==> src/rtl/uart_tx_arbiter.sv <==
// uart_tx_arbiter
//   Shares one UART byte transmitter between N byte-stream requesters.
//   A granted requester owns the transmitter for a whole packet, which ends
//   at its `last` byte. Grants rotate round-robin between packets. One
//   registered holding byte (tx_word/tx_valid) sits between the owner and
//   the transmitter handshake.
//
// Parameters
//   N        number of requesters (2..8)
//   TIMEOUT  idle cycles tolerated from an owner before forced release
//            (only used when UART_TX_ARB_TIMEOUT_EN is defined)
//
// Ports
//   clk          system clock, rising edge
//   rst          synchronous reset, active low
//   req_valid    [N]    requester i presents a byte
//   req_data     [8N]   byte of requester i in bits [8i+7:8i]
//   req_last     [N]    byte of requester i ends its packet
//   req_ready    [N]    one-cycle accept pulse; the byte is taken that cycle
//   grant        [N]    one-hot owner, all-zero when idle
//   tx_word      [8]    byte to the transmitter (holds value after transfer)
//   tx_valid            tx_word is valid
//   tx_ready            transmitter takes tx_word when tx_valid && tx_ready
//   pkt_count    [16]   completed packets since reset, wrapping
//   timeout_err         one-cycle pulse on a forced release
//
// Configuration
//   UART_TX_ARB_TIMEOUT_EN  enables the stalled-owner release counter;
//                           without it timeout_err is constant 0.
//
// All outputs are registered.

module uart_tx_arbiter #(
  parameter int unsigned N       = 2,
  parameter int unsigned TIMEOUT = 1024
) (
  input  logic           clk,
  input  logic           rst,
  input  logic [N-1:0]   req_valid,
  input  logic [8*N-1:0] req_data,
  input  logic [N-1:0]   req_last,
  output logic [N-1:0]   req_ready,
  output logic [N-1:0]   grant,
  output logic [7:0]     tx_word,
  output logic           tx_valid,
  input  logic           tx_ready,
  output logic [15:0]    pkt_count,
  output logic           timeout_err
);

  localparam int unsigned PW  = (N > 1) ? $clog2(N) : 1;
  localparam logic [N-1:0] ONE = N'(1);

  generate
    if (N < 2 || N > 8 || TIMEOUT < 1) begin : g_bad_param
      $error("uart_tx_arbiter: N must be 2..8 and TIMEOUT at least 1");
    end
  endgenerate

  // OWN: holding empty or holding a non-last byte; DRAIN: holding the last byte.
  typedef enum logic [1:0] {IDLE, OWN, DRAIN} state_t;

  state_t          state_q, state_d;
  logic [PW-1:0]   ptr_q, ptr_d;
  logic [PW-1:0]   own_q, own_d, own_nxt;
  logic [PW-1:0]   win, cand;
  logic            found;
  logic [N-1:0]    grant_d, req_ready_d;
  logic [7:0]      tx_word_d, own_data;
  logic            tx_valid_d, timeout_d;
  logic [15:0]     pkt_count_d;
  logic            xfer, own_valid, own_last;

`ifdef UART_TX_ARB_TIMEOUT_EN
  localparam int unsigned CW = $clog2(TIMEOUT + 1);
  logic [CW-1:0] cnt_q, cnt_d;
`endif

  assign xfer      = tx_valid & tx_ready;
  assign own_valid = req_valid[own_q];
  assign own_last  = req_last[own_q];
  assign own_data  = req_data[{own_q, 3'b000} +: 8];
  assign own_nxt   = (own_q == PW'(N - 1)) ? '0 : own_q + 1'b1;

  // Round-robin search starting at ptr_q, wrapping modulo N.
  always_comb begin
    found = 1'b0;
    win   = '0;
    cand  = '0;
    for (int unsigned k = 0; k < N; k++) begin
      cand = PW'((32'(ptr_q) + k) % N);
      if (!found && req_valid[cand]) begin
        found = 1'b1;
        win   = cand;
      end
    end
  end

  always_comb begin
    state_d     = state_q;
    ptr_d       = ptr_q;
    own_d       = own_q;
    grant_d     = grant;
    req_ready_d = '0;
    tx_word_d   = tx_word;
    tx_valid_d  = tx_valid;
    pkt_count_d = pkt_count;
    timeout_d   = 1'b0;
`ifdef UART_TX_ARB_TIMEOUT_EN
    cnt_d       = cnt_q;
`endif
    unique case (state_q)
      IDLE: begin
        if (found) begin
          state_d     = OWN;
          own_d       = win;
          grant_d     = ONE << win;
          req_ready_d = ONE << win;
        end
      end
      OWN: begin
        if (!tx_valid) begin
          // req_ready is registered: a pulse issued last cycle means the
          // byte is taken now, provided the requester still holds valid.
          if (req_ready[own_q] && own_valid) begin
            tx_word_d  = own_data;
            tx_valid_d = 1'b1;
            state_d    = own_last ? DRAIN : OWN;
`ifdef UART_TX_ARB_TIMEOUT_EN
            cnt_d      = '0;
`endif
          end else begin
            if (!req_ready[own_q])
              req_ready_d = own_valid ? grant : '0;
`ifdef UART_TX_ARB_TIMEOUT_EN
            if (!own_valid) begin
              if (cnt_q == CW'(TIMEOUT - 1)) begin
                timeout_d = 1'b1;
                ptr_d     = own_nxt;
                grant_d   = '0;
                state_d   = IDLE;
                cnt_d     = '0;
              end else begin
                cnt_d = cnt_q + 1'b1;
              end
            end
`endif
          end
        end else if (xfer) begin
          // Holding is empty next cycle, so the accept pulse can go out then.
          tx_valid_d  = 1'b0;
          req_ready_d = own_valid ? grant : '0;
        end
      end
      DRAIN: begin
        if (xfer) begin
          tx_valid_d  = 1'b0;
          pkt_count_d = pkt_count + 16'd1;
          ptr_d       = own_nxt;
          grant_d     = '0;
          state_d     = IDLE;
        end
      end
      default: state_d = IDLE;
    endcase
  end

  always_ff @(posedge clk) begin
    if (!rst) begin
      state_q     <= IDLE;
      ptr_q       <= '0;
      own_q       <= '0;
      grant       <= '0;
      req_ready   <= '0;
      tx_word     <= '0;
      tx_valid    <= 1'b0;
      pkt_count   <= '0;
      timeout_err <= 1'b0;
    end else begin
      state_q     <= state_d;
      ptr_q       <= ptr_d;
      own_q       <= own_d;
      grant       <= grant_d;
      req_ready   <= req_ready_d;
      tx_word     <= tx_word_d;
      tx_valid    <= tx_valid_d;
      pkt_count   <= pkt_count_d;
      timeout_err <= timeout_d;
    end
  end

`ifdef UART_TX_ARB_TIMEOUT_EN
  always_ff @(posedge clk) begin
    if (!rst) cnt_q <= '0;
    else      cnt_q <= cnt_d;
  end
`endif

endmodule

==> config.mk <==
export PLATFORM = sky130hd
export DESIGN_NAME = uart_tx_arbiter
export DESIGN_NICKNAME = d
export VERILOG_FILES = /design/src/rtl/uart_tx_arbiter.sv
export SDC_FILE = /design/constraint.sdc
export NUM_CORES = 1
export LEC_CHECK = 0
export CORE_MARGIN = 1
export CORE_UTILIZATION = 44
export CTS_CLUSTER_DIAMETER = 80
export DETAILED_ROUTE_END_ITERATION = 10
export DONT_BUFFER_PORTS = 1
export GPL_TIMING_DRIVEN = 0
export SLEW_MARGIN = 5
export SYNTH_ARGS = -nofsm -noshare
export SYNTH_HDL_FRONTEND = slang
export SYNTH_SLANG_ARGS = --single-unit
==> constraint.sdc <==
create_clock -name clk -period 2.5 [get_ports clk]
set_input_delay 0.125 -clock clk [delete_from_list [all_inputs] [get_ports clk]]
set_output_delay 0.125 -clock clk [all_outputs]
set_load 0.03 [all_outputs]
==> results of run 1 <==
[routing by layer]
| layer | global-route usage | part of all wire |
|---|---|---|
| met5 | 0 | 0 |
| met1 | 0.2311 | 0.43 |
| met2 | 0.3642 | 0.49 |
| met4 | 0.06818 | 0.013 |
| met3 | 0.08955 | 0.069 |
[cell usage after synthesis]
master                      instances
sky130_fd_sc_hd__nor4_1             3
sky130_fd_sc_hd__a21oi_1           10
sky130_fd_sc_hd__nand4_1            3
sky130_fd_sc_hd__or3_1              5
sky130_fd_sc_hd__a2111oi_4          1
sky130_fd_sc_hd__dfxtp_1           33
sky130_fd_sc_hd__and3_1             1
sky130_fd_sc_hd__conb_1             1
sky130_fd_sc_hd__nand3_1            7
sky130_fd_sc_hd__or2_2              1
sky130_fd_sc_hd__nor2_1            20
sky130_fd_sc_hd__o22ai_1            2
sky130_fd_sc_hd__nand3b_1           2
sky130_fd_sc_hd__nand4b_1           2
sky130_fd_sc_hd__a32oi_1            1
sky130_fd_sc_hd__o21ai_0            8
sky130_fd_sc_hd__nand2b_1           5
sky130_fd_sc_hd__buf_2              3
sky130_fd_sc_hd__xor2_1             4
sky130_fd_sc_hd__mux2i_1           10
sky130_fd_sc_hd__or4_4              1
sky130_fd_sc_hd__inv_1              6
sky130_fd_sc_hd__and4b_1            1
sky130_fd_sc_hd__mux2_2             2
sky130_fd_sc_hd__nand2_1           17
sky130_fd_sc_hd__xnor2_1            6
sky130_fd_sc_hd__a311oi_1           1
sky130_fd_sc_hd__ha_1               1
sky130_fd_sc_hd__buf_4              1
sky130_fd_sc_hd__a211oi_1           8
sky130_fd_sc_hd__nor3_1             4
sky130_fd_sc_hd__clkbuf_1           6
[layout by cell type, fill, tap and decap left out, types with 3 or more instances in the layout]
cell type,instances
sky130_fd_sc_hd__clkbuf_4,5
sky130_fd_sc_hd__o21ai_0,8
sky130_fd_sc_hd__a211oi_1,8
sky130_fd_sc_hd__inv_1,6
sky130_fd_sc_hd__xor2_1,4
sky130_fd_sc_hd__nand4_1,3
sky130_fd_sc_hd__nor4_1,3
sky130_fd_sc_hd__xnor2_1,6
sky130_fd_sc_hd__or3_1,5
sky130_fd_sc_hd__buf_2,3
sky130_fd_sc_hd__a21oi_1,10
sky130_fd_sc_hd__nor3_1,4
sky130_fd_sc_hd__nand2b_1,5
sky130_fd_sc_hd__dfxtp_1,33
sky130_fd_sc_hd__nand2_1,17
sky130_fd_sc_hd__clkbuf_1,6
sky130_fd_sc_hd__nand3_1,7
sky130_fd_sc_hd__mux2i_1,10
sky130_fd_sc_hd__nor2_1,20
[through the flow]
stage / area, um2 / util / hold WS [ps]
finish: 1658 / 0.5217 / 21.04
CTS: 1658 / 0.5217 / 12.32
global placement: 1578 / 0.4965 / 279.8
global route: 1658 / 0.5217 / 20.64
floorplan: 1523 / - / 272.6
detailed placement: 1578 / 0.4965 / 287.1
[cell families after synthesis]
logic type	Yosys count	share of synthesized area
DFF	33	0.4339
AOI/OAI and AO/OA	31	0.1364
xor gates and xnor gates	10	0.05752
buffers and inverters	16	0.04437
other	1	0.002463
and+or+nand+nor	72	0.2367
adders and majority gates	1	0.008216
muxes	12	0.08053
[report_power, final]
| part | switching (mW) | internal, mW |
|---|---|---|
| registers | 0.0262 | 0.537 |
| logic | 0.0418 | 0.0281 |
| clock network | 0.186 | 0.163 |
[worst paths after layout]
kind | from | to | slack, ps | depth (start not counted)
setup / recovery | tx_valid | pkt_count[9] | 380 | 5
hold / removal | req_data[5] | tx_word[5] | 20 | 2
setup reg to reg | tx_valid | pkt_count[9] | 380 | 5
hold reg to reg | ptr_q | ptr_q | 480 | 2
[final cells by class]
type                            count  share of cell area
Clock inverter                      1            0.003019
Multi-Input combinational cell    127              0.4792
Inverter                            6             0.01358
Buffer                             10             0.02717
Tap cell                           44             0.03321
Timing Repair Buffer                1            0.006038
Sequential cell                    33              0.3985
Clock buffer                        7             0.03925
[sequential cells by signal, indices dropped and copies added, names as in the netlist]
signal,flops
pkt_count,16
tx_word,8
grant,2
req_ready,2
state_q,2
own_q,1
ptr_q,1
tx_valid,1
==> summary.md, run 1 <==
| Metric | Value |
|---|---|
| Number of distinct standard cells referenced by the synthesized netlist | `32` |
| Placed cell count | `220` |
| Slowest cell on the critical path | `sky130_fd_sc_hd__dfxtp_1` |
| Power after layout | `982.2 uW` |
| Required time of the critical path | `2760 ps` |
| Yosys top cell by area | `sky130_fd_sc_hd__dfxtp_1` |
| # nets final | `208` |
| Vias in the first global route | `1284` |
| Power density normalized to cell area | `592.5 nW/um2` |
| Final critical delay including setup and external delays | `2115 ps` |
| Number of I/O pins | `53` |
| Synthesized area per cell | `8.652 um2` |
| Portion of the post-synthesis area used by sequential elements | `0.4339` |
| Maximum buffer depth of the clock tree | `2` |
| Crit Path Category | `register to register` |
| Starting utilization of the core area | `0.4791` |
| Post-synthesis net count | `200` |
| Worst clock skew | `8.126 ps` |
| Max-Cap Viols | `0` |
| Total length of routed wires | `3.307 mm` |
| Detailed placer's ending HPWL | `2.431 mm` |
| Hold Fails Final Rpt | `0` |
| Register cell area after layout | `660.6 um2` |
| Insertion delay to the later sink of the worst-skew pair | `330 ps` |
| Largest net degree at the start of global routing | `11` |
| Total of warnings raised by yosys | `0` |
| Count of antenna-violating nets left after detailed routing | `0` |
| Number of vias in the routed layout | `1264` |
| Total global-route track usage | `0.2098` |
| Actual slew at the worst max-slew pin | `642.0 ps` |
| Initial antenna violation count | `0` |
| Largest delay contributor family on the critical path | `simple AND/OR/NAND/NOR gates` |
| Proportion of layout cells with a drive suffix above 1 | `0.09189` |
| First-pass GRT wire length | `5.533 mm` |
| Crit. End Element | `register` |
| Die span in x | `60.83 um` |
| Clock slew seen by the registers of the worst setup and hold paths | `110 ps` |
| Number of inserted filler cells in the final layout | `331` |
| Clock tree from TritonCTS | `built` |
| #FFs+latches synth | `33` |
| Wire length per cell | `14.44 um` |
| Synthesized netlist cell count | `176` |
| CP peak stage delay | `700 ps` |
| Share of the synthesized area in the top cell type | `0.4339` |
| Post_cts resized | `0` |
| H-tree depth | `2` |
| Routability Congestion | `0.8450` |
| Post-CTS Repair Setup Buffers | `0` |
| Total leakage power | `0.5393 nW` |
| Area of the multi-input gates | `794.5 um2` |
| Die H | `60.83 um` |
| Iter 0 DRT Violations | `45` |
| Final WS setup | `384.6 ps` |
| Timing-limited maximum frequency | `472.7 MHz` |
| RSZ-0062 raised after global routing | `false` |
| CP Launch Type | `register` |
| Arrival time at the worst endpoint | `2380 ps` |
| Antenna fix cells | `0` |
| DR vias/cell | `5.520` |
| Syn Std Cell Area | `1523 um2` |
| Crit path buffers/inverters | `1` |
| Final setup vio count | `0` |
| Final Max Slew Viols | `0` |
| Fin crit share | `0.8462` |
| Final Non-Filler Cells | `229` |
| Post-CTS Hold Buffers | `1` |
| Maximum ir drop on the vdd rail | `0.3462 mV` |
| Core ar. | `3178 um2` |
| Class of the tightest hold or removal check | `primary input to register` |
| Sink Count | `33` |
| Crit path cell chain | `nand4b_1 > clkbuf_1 > or2_2 > or3_1 > a21oi_1` |
| Worst Setup Slack post-DPL | `401.5 ps` |
| Number of CTS-inserted buffers | `5` |
| Aggregate global routing overflow | `0` |
| Number of core rows | `20` |
| P&R area growth vs syn | `8.874%` |
| Clk Tree Root Cell | `sky130_fd_sc_hd__clkbuf_4` |
| Peak fanout along the critical path | `10` |
| # DRC | `0` |
| Worst slew margin relative to its limit | `0.5720` |
| Floorplan die area | `3700 um2` |
| Detailed Routing Iterations Pass 1 | `4` |
| PortBufs | `0` |
| Outcome | `finished, final reports clean` |
| Cell types with the largest area share after synthesis | `sky130_fd_sc_hd__dfxtp_1 43%, sky130_fd_sc_hd__mux2i_1 6.6%, sky130_fd_sc_hd__nor2_1 4.9%, sky130_fd_sc_hd__nand2_1 4.2%, sky130_fd_sc_hd__a211oi_1 3.9%` |
| Aggregate negative setup slack | `0 ps` |
(Power assumes the default switching activity.)
==> run 2, diff against run 1 <==
Clock period 2.5 ns to 2.06 ns, I/O delays scaled along.
==> run 2 against run 1 <==
  * Register-to-register slack got worse by 240 ps
  * Non-clock buffer count rose by 7
  * Hold slack got worse by 10 ps
  * Largest cell class unchanged
  * Highest routed layer unchanged
==> summary.md, run 2 (synthesis gave the netlist of run 1 again) <==
| Metric | Value |
|---|---|
| Class of the tightest hold or removal check | `primary input to register` |
| Total leakage power | `0.5737 nW (+6.4%)` |
| Setup slack, reg-to-reg | `150 ps (-240 ps)` |
| Die span in x | `60.83 um (unchanged)` |
| Wire length per cell | `14.35 um (-0.65%)` |
| Total length of routed wires | `3.386 mm (+2.4%)` |
| Number of vias in the routed layout | `1292 (+2.2%)` |
| Crit. End Element | `register` |
| Starting utilization of the core area | `0.4791 (unchanged)` |
| Placed cell count | `220 (unchanged)` |
| Worst slew margin relative to its limit | `0.5672 (-0.004833)` |
| Actual slew at the worst max-slew pin | `649.3 ps (+7.250 ps)` |
| Routability Congestion | `0.8450 (unchanged)` |
| Leading cell types in the layout, fill and taps excluded | `26 x sky130_fd_sc_hd__dfxtp_1, 20 x sky130_fd_sc_hd__nor2_1, 17 x sky130_fd_sc_hd__nand2_1` |
| Number of I/O pins | `53 (unchanged)` |
| DR vias/cell | `5.475 (-0.82%)` |
| Timing-limited maximum frequency | `523.1 MHz (+11%)` |
| Floorplan die area | `3700 um2 (unchanged)` |
| Max FFs per register | `16 (unchanged)` |
| Total global-route track usage | `0.2156 (+0.005778)` |
| Vias in the first global route | `1341 (+4.4%)` |
| Die H | `60.83 um (unchanged)` |
| Worst clock skew | `6.440 ps (-1.687 ps)` |
| Aggregate global routing overflow | `0 (unchanged)` |
| Start of the worst register-to-register path | `tx_valid` |
| Clk Tree Root Cell | `sky130_fd_sc_hd__clkbuf_4` |
| Insertion delay to the later sink of the worst-skew pair | `330 ps (about the same)` |
| Fin crit share | `0.9280 (+0.08183)` |
| RSZ-0062 raised after global routing | `false` |
| Required time of the critical path | `2320 ps (-440 ps)` |
| Hold Crit Depth | `2 (unchanged)` |
| Iter 0 DRT Violations | `45 (unchanged)` |
| Outcome | `finished, final reports clean` |
| Clock slew seen by the registers of the worst setup and hold paths | `110 ps (about the same)` |
| Final hold slack | `10.73 ps (-10.32 ps)` |
| Final Non-Filler Cells | `236 (+3.1%)` |
| Sink Count | `33 (unchanged)` |
| Hold path startpoint | `req_data[11]` |
| Final setup vio count | `0 (unchanged)` |
| Hold Fails Final Rpt | `0 (unchanged)` |
| Proportion of layout cells with a drive suffix above 1 | `0.1302 (+0.03832)` |
| Antenna fix cells | `0 (unchanged)` |
| Maximum ir drop on the vdd rail | `0.4028 mV (+16%)` |
| Final Max Slew Viols | `0 (unchanged)` |
| Crit Path Category | `register to register` |
| Max-Cap Viols | `0 (unchanged)` |
| Number of CTS-inserted buffers | `5 (unchanged)` |
| P&R area growth vs syn | `14.05%` |
| Power density normalized to cell area | `691.7 nW/um2 (+17%)` |
| Leading cell type in the layout, fill and taps excluded | `sky130_fd_sc_hd__dfxtp_1` |
| Detailed placer's ending HPWL | `2.431 mm (unchanged)` |
| Count of antenna-violating nets left after detailed routing | `0 (unchanged)` |
| # DRC | `0 (unchanged)` |
| Worst R2R End | `pkt_count[9]` |
| Largest net degree at the start of global routing | `11 (unchanged)` |
| First-pass GRT wire length | `5.720 mm (+3.4%)` |
| Cells on worst reg2reg path | `5 (unchanged)` |
| Clock tree from TritonCTS | `built` |
| Initial antenna violation count | `0 (unchanged)` |
| Top flop regs | `pkt_count (16), tx_word (8)` |
| Final critical delay including setup and external delays | `1912 ps (-203.7 ps)` |
| Reg with most FFs | `pkt_count` |
| CP Launch Type | `register` |
| Detailed Routing Iterations Pass 1 | `4 (unchanged)` |
| Peak fanout along the critical path | `10 (unchanged)` |
| PortBufs | `0 (unchanged)` |
| Number of core rows | `20 (unchanged)` |
| Sink of the worst hold path | `tx_word[3]` |
| Core ar. | `3178 um2 (unchanged)` |
| Post-Route Utilization | `0.5465 (+0.02480)` |
| H-tree depth | `2 (unchanged)` |
| Arrival time at the worst endpoint | `2170 ps (-210 ps)` |
| # nets final | `215 (+3.4%)` |
| Maximum buffer depth of the clock tree | `2 (unchanged)` |
-- run 2: changes by cell type in the layout (fill, tap and decap cells not counted), sizes merged --
cell | before | now
dlygate4sd3 | 1 | 7
buf | 4 | 5
-- run 2: worst max-delay path: stages (launching register included) --
cell and delay, ps:
sky130_fd_sc_hd__dfxtp_2 530, sky130_fd_sc_hd__nand4b_1 190, sky130_fd_sc_hd__clkbuf_1 250, sky130_fd_sc_hd__or2_2 370, sky130_fd_sc_hd__or3_1 360, sky130_fd_sc_hd__a21oi_1 140
-- run 2: how the worst max path moves through the flow --
stage                            start       endpoint  slack (ps)
final                         tx_valid   pkt_count[9]         150
after global routing      pkt_count[4]  pkt_count[15]           5
after CTS                 pkt_count[2]  pkt_count[15]          20
after detailed placement      tx_valid   pkt_count[9]         -40
after global placement        tx_valid  pkt_count[14]         -30
after floorplan           pkt_count[3]  pkt_count[15]         130
-- run 2: what timing repair did --
item                                   in CTS  in global routing
setup endpoints to repair                   4                 11
gates cloned                                0                  0
hold buffers                                7                  0
gates resized for setup                     4                  4
pin swaps                                   0                  2
setup buffers                               0                  1
endpoints found under the hold margin       9                  0
-- run 2: metal layers --
metal,wire length [um],GRT usage,up-vias
met4,43,0.06818,0
met1,1397,0.2376,593
met3,232,0.08529,6
met5,0,0,-
met2,1713,0.3799,43
li1,-,-,650
-- run 2: area by class of cell --
cell class / count / area (um2)
well taps: 44 / 55.05
multi-input cells: 127 / 794.5
flip-flops and latches: 33 / 671.9
repair buffers: 8 / 77.57
clock inverters: 1 / 5.005
plain buffers: 10 / 45.04
clock buffers: 7 / 65.06
inverters: 6 / 22.52
fillers: 316 / 1441
-- run 2: stage by stage --
step                      cell area [um2]  TNS (ps)  worst slack, ps  total power [mW]
after global placement               1578    -46.89           -26.76            0.7779
after global routing                 1737         0            5.289             1.241
after floorplan                      1523         0            126.0            0.7623
after detailed placement             1578    -131.6           -38.50            0.7798
after CTS                            1723         0            19.70             1.210
final                                1737         0            148.4             1.201
-- run 2: where the power goes --
part / internal, mW / switching (mW)
sequential: 0.650 / 0.0317
clock: 0.198 / 0.226
combinational: 0.0422 / 0.0529
total: 0.890 / 0.311
==> run 3, diff against run 2 <==
Settings changed: CTS_BUF_LIST from default to sky130_fd_sc_hd__clkbuf_8 sky130_fd_sc_hd__clkbuf_16, GPL_ROUTABILITY_DRIVEN from default to 0, RECOVER_POWER from default to 25.
==> run 3 against run 2 <==
  * Clock-buffer cell count down 2
  * Critical endpoint is now pkt_count[15]
  * Largest power group unchanged
  * Final cell count is 2.1% lower
  * Sequential cell count unchanged
  * Utilization shrank 1.3 points
  * First-iteration DRC count rose to 2.5 times the previous value
  * Critical path depth fell by 1
==> summary.md, run 3 (synthesis gave the netlist of run 1 again) <==
| Metric | Value |
|---|---|
| Vias in the first global route | `1320 (-1.6%)` |
| Hold Fails Final Rpt | `0 (unchanged)` |
| Worst slew margin relative to its limit | `0.5610 (-0.006137)` |
| Starting utilization of the core area | `0.4791 (unchanged)` |
| First-pass GRT wire length | `5.782 mm (+1.1%)` |
| P&R area growth vs syn | `11.26%` |
| Required time of the critical path | `2270 ps (-50 ps)` |
| Aggregate global routing overflow | `0 (unchanged)` |
| Final Max Slew Viols | `0 (unchanged)` |
| Actual slew at the worst max-slew pin | `658.5 ps (+9.205 ps)` |
| Leading cell type in the layout, fill and taps excluded | `sky130_fd_sc_hd__dfxtp_1` |
| Peak fanout along the critical path | `5 (-5)` |
| Floorplan die area | `3700 um2 (unchanged)` |
| # DRC | `0 (unchanged)` |
| Final critical delay including setup and external delays | `1905 ps (-6.231 ps)` |
| Initial antenna violation count | `0 (unchanged)` |
| Number of vias in the routed layout | `1261 (-2.4%)` |
| Total global-route track usage | `0.2156 (about the same)` |
| Sink Count | `33 (unchanged)` |
| Placed cell count | `220 (unchanged)` |
| Power density normalized to cell area | `724.5 nW/um2 (+4.7%)` |
| Iter 0 DRT Violations | `113 (+150%)` |
| Detailed placer's ending HPWL | `2.404 mm (-1.1%)` |
| H-tree depth | `2 (unchanged)` |
| Reg with most FFs | `pkt_count` |
| Insertion delay to the later sink of the worst-skew pair | `280 ps (-50 ps)` |
| Total leakage power | `0.5616 nW (-2.1%)` |
| Maximum buffer depth of the clock tree | `2 (unchanged)` |
| Crit path cell chain | `nand3_1 > or4_4 > or3_1 > a21oi_1` |
| Final hold slack | `24.11 ps (+13.39 ps)` |
| RSZ-0062 raised after global routing | `false` |
| Max FFs per register | `16 (unchanged)` |
| Worst clock skew | `4.817 ps (-1.622 ps)` |
| Slowest cell on the critical path | `sky130_fd_sc_hd__dfxtp_1` |
| Aggregate negative setup slack | `0 ps (unchanged)` |
| Timing-limited maximum frequency | `524.8 MHz (+0.33%)` |
| Power after layout | `1.227 mW (+2.2%)` |
| Core ar. | `3178 um2 (unchanged)` |
| Antenna fix cells | `0 (unchanged)` |
| CP peak stage delay | `560 ps (+30 ps)` |
| Number of CTS-inserted buffers | `5 (unchanged)` |
| Outcome | `finished, final reports clean` |
| Largest net degree at the start of global routing | `11 (unchanged)` |
| Number of I/O pins | `53 (unchanged)` |
| Number of core rows | `20 (unchanged)` |
| Detailed Routing Iterations Pass 1 | `4 (unchanged)` |
| Top flop regs | `pkt_count (16), tx_word (8)` |
| Total length of routed wires | `3.360 mm (-0.77%)` |
| Proportion of layout cells with a drive suffix above 1 | `0.1337 (+0.003482)` |
| Crit Path Category | `register to register` |
| PortBufs | `0 (unchanged)` |
| # nets final | `210 (-2.3%)` |
| Fin crit share | `0.9250 (-0.003025)` |
| Max-Cap Viols | `0 (unchanged)` |
| CP Launch Type | `register` |
| Die span in x | `60.83 um (unchanged)` |
| Largest delay contributor family on the critical path | `simple AND/OR/NAND/NOR gates` |
| DR vias/cell | `5.459 (-0.29%)` |
| Crit path buffers/inverters | `0 (-1)` |
| Die H | `60.83 um (unchanged)` |
| Clock slew seen by the registers of the worst setup and hold paths | `70 ps (-40 ps)` |
| Crit. End Element | `register` |
| Leading cell types in the layout, fill and taps excluded | `26 x sky130_fd_sc_hd__dfxtp_1, 20 x sky130_fd_sc_hd__nor2_1, 17 x sky130_fd_sc_hd__nand2_1` |
| Final setup vio count | `0 (unchanged)` |
| Class of the tightest hold or removal check | `primary input to register` |
| Clk Tree Root Cell | `sky130_fd_sc_hd__clkbuf_8` |
| Clock tree from TritonCTS | `built` |
| Count of antenna-violating nets left after detailed routing | `0 (unchanged)` |
| Wire length per cell | `14.55 um (+1.4%)` |
| Final Non-Filler Cells | `231 (-2.1%)` |
| Arrival time at the worst endpoint | `2110 ps (-60 ps)` |
| Post-Route Utilization | `0.5331 (-0.01339)` |
| Maximum ir drop on the vdd rail | `0.3246 mV (-19%)` |
[run 3: where the power goes]
group / internal [mW] / leakage [nW] / switching, mW
logic: 0.0354 / 0.242 / 0.0512
clock network: 0.229 / 0.0491 / 0.228
registers: 0.652 / 0.271 / 0.0318
total: 0.916 / 0.562 / 0.311
[run 3: what timing repair did]
| item | 4_1_cts | 5_1_grt |
|---|---|---|
| resized for setup | 4 | 3 |
| hold buffers | 1 | 0 |
| pin swaps | 0 | 1 |
| endpoints found under the setup margin | 3 | 12 |
| endpoints found under the hold margin | 4 | 0 |
| buffers inserted | 0 | 2 |
[run 3: area by class of cell]
type / count / area, um2
plain buffers: 10 / 45.04
clock buffers: 5 / 68.82
clock inverters: 3 / 13.76
fillers: 312 / 1484
inverters: 6 / 22.52
multi-input cells: 127 / 794.5
flip-flops and latches: 33 / 669.4
well taps: 44 / 55.05
repair buffers: 3 / 25.02
[run 3: stage by stage]
step                worst slack (ps)  instance area [um2]
floorplan                      126.0                 1523
global placement              -28.83                 1578
detailed placement            -45.98                 1578
CTS                            24.99                 1675
global route                   8.546                 1694
finish                         154.6                 1694
[run 3: path summary, 6_finish.rpt]
kind | end | cells past startpoint | startpoint | slack [ps]
setup / recovery | pkt_count[15] | 4 | pkt_count[1] | 150
hold reg to reg | ptr_q | 2 | ptr_q | 470
setup reg to reg | pkt_count[15] | 4 | pkt_count[1] | 150
hold / removal | req_ready[0] | 2 | rst | 20
[run 3: layer usage]
metal,GRT usage,vias up,wire length (um)
met1,0.2455,573,1423
met5,0,-,0
li1,-,636,-
met4,0.09091,0,55
met3,0.07676,6,259
met2,0.3658,46,1622
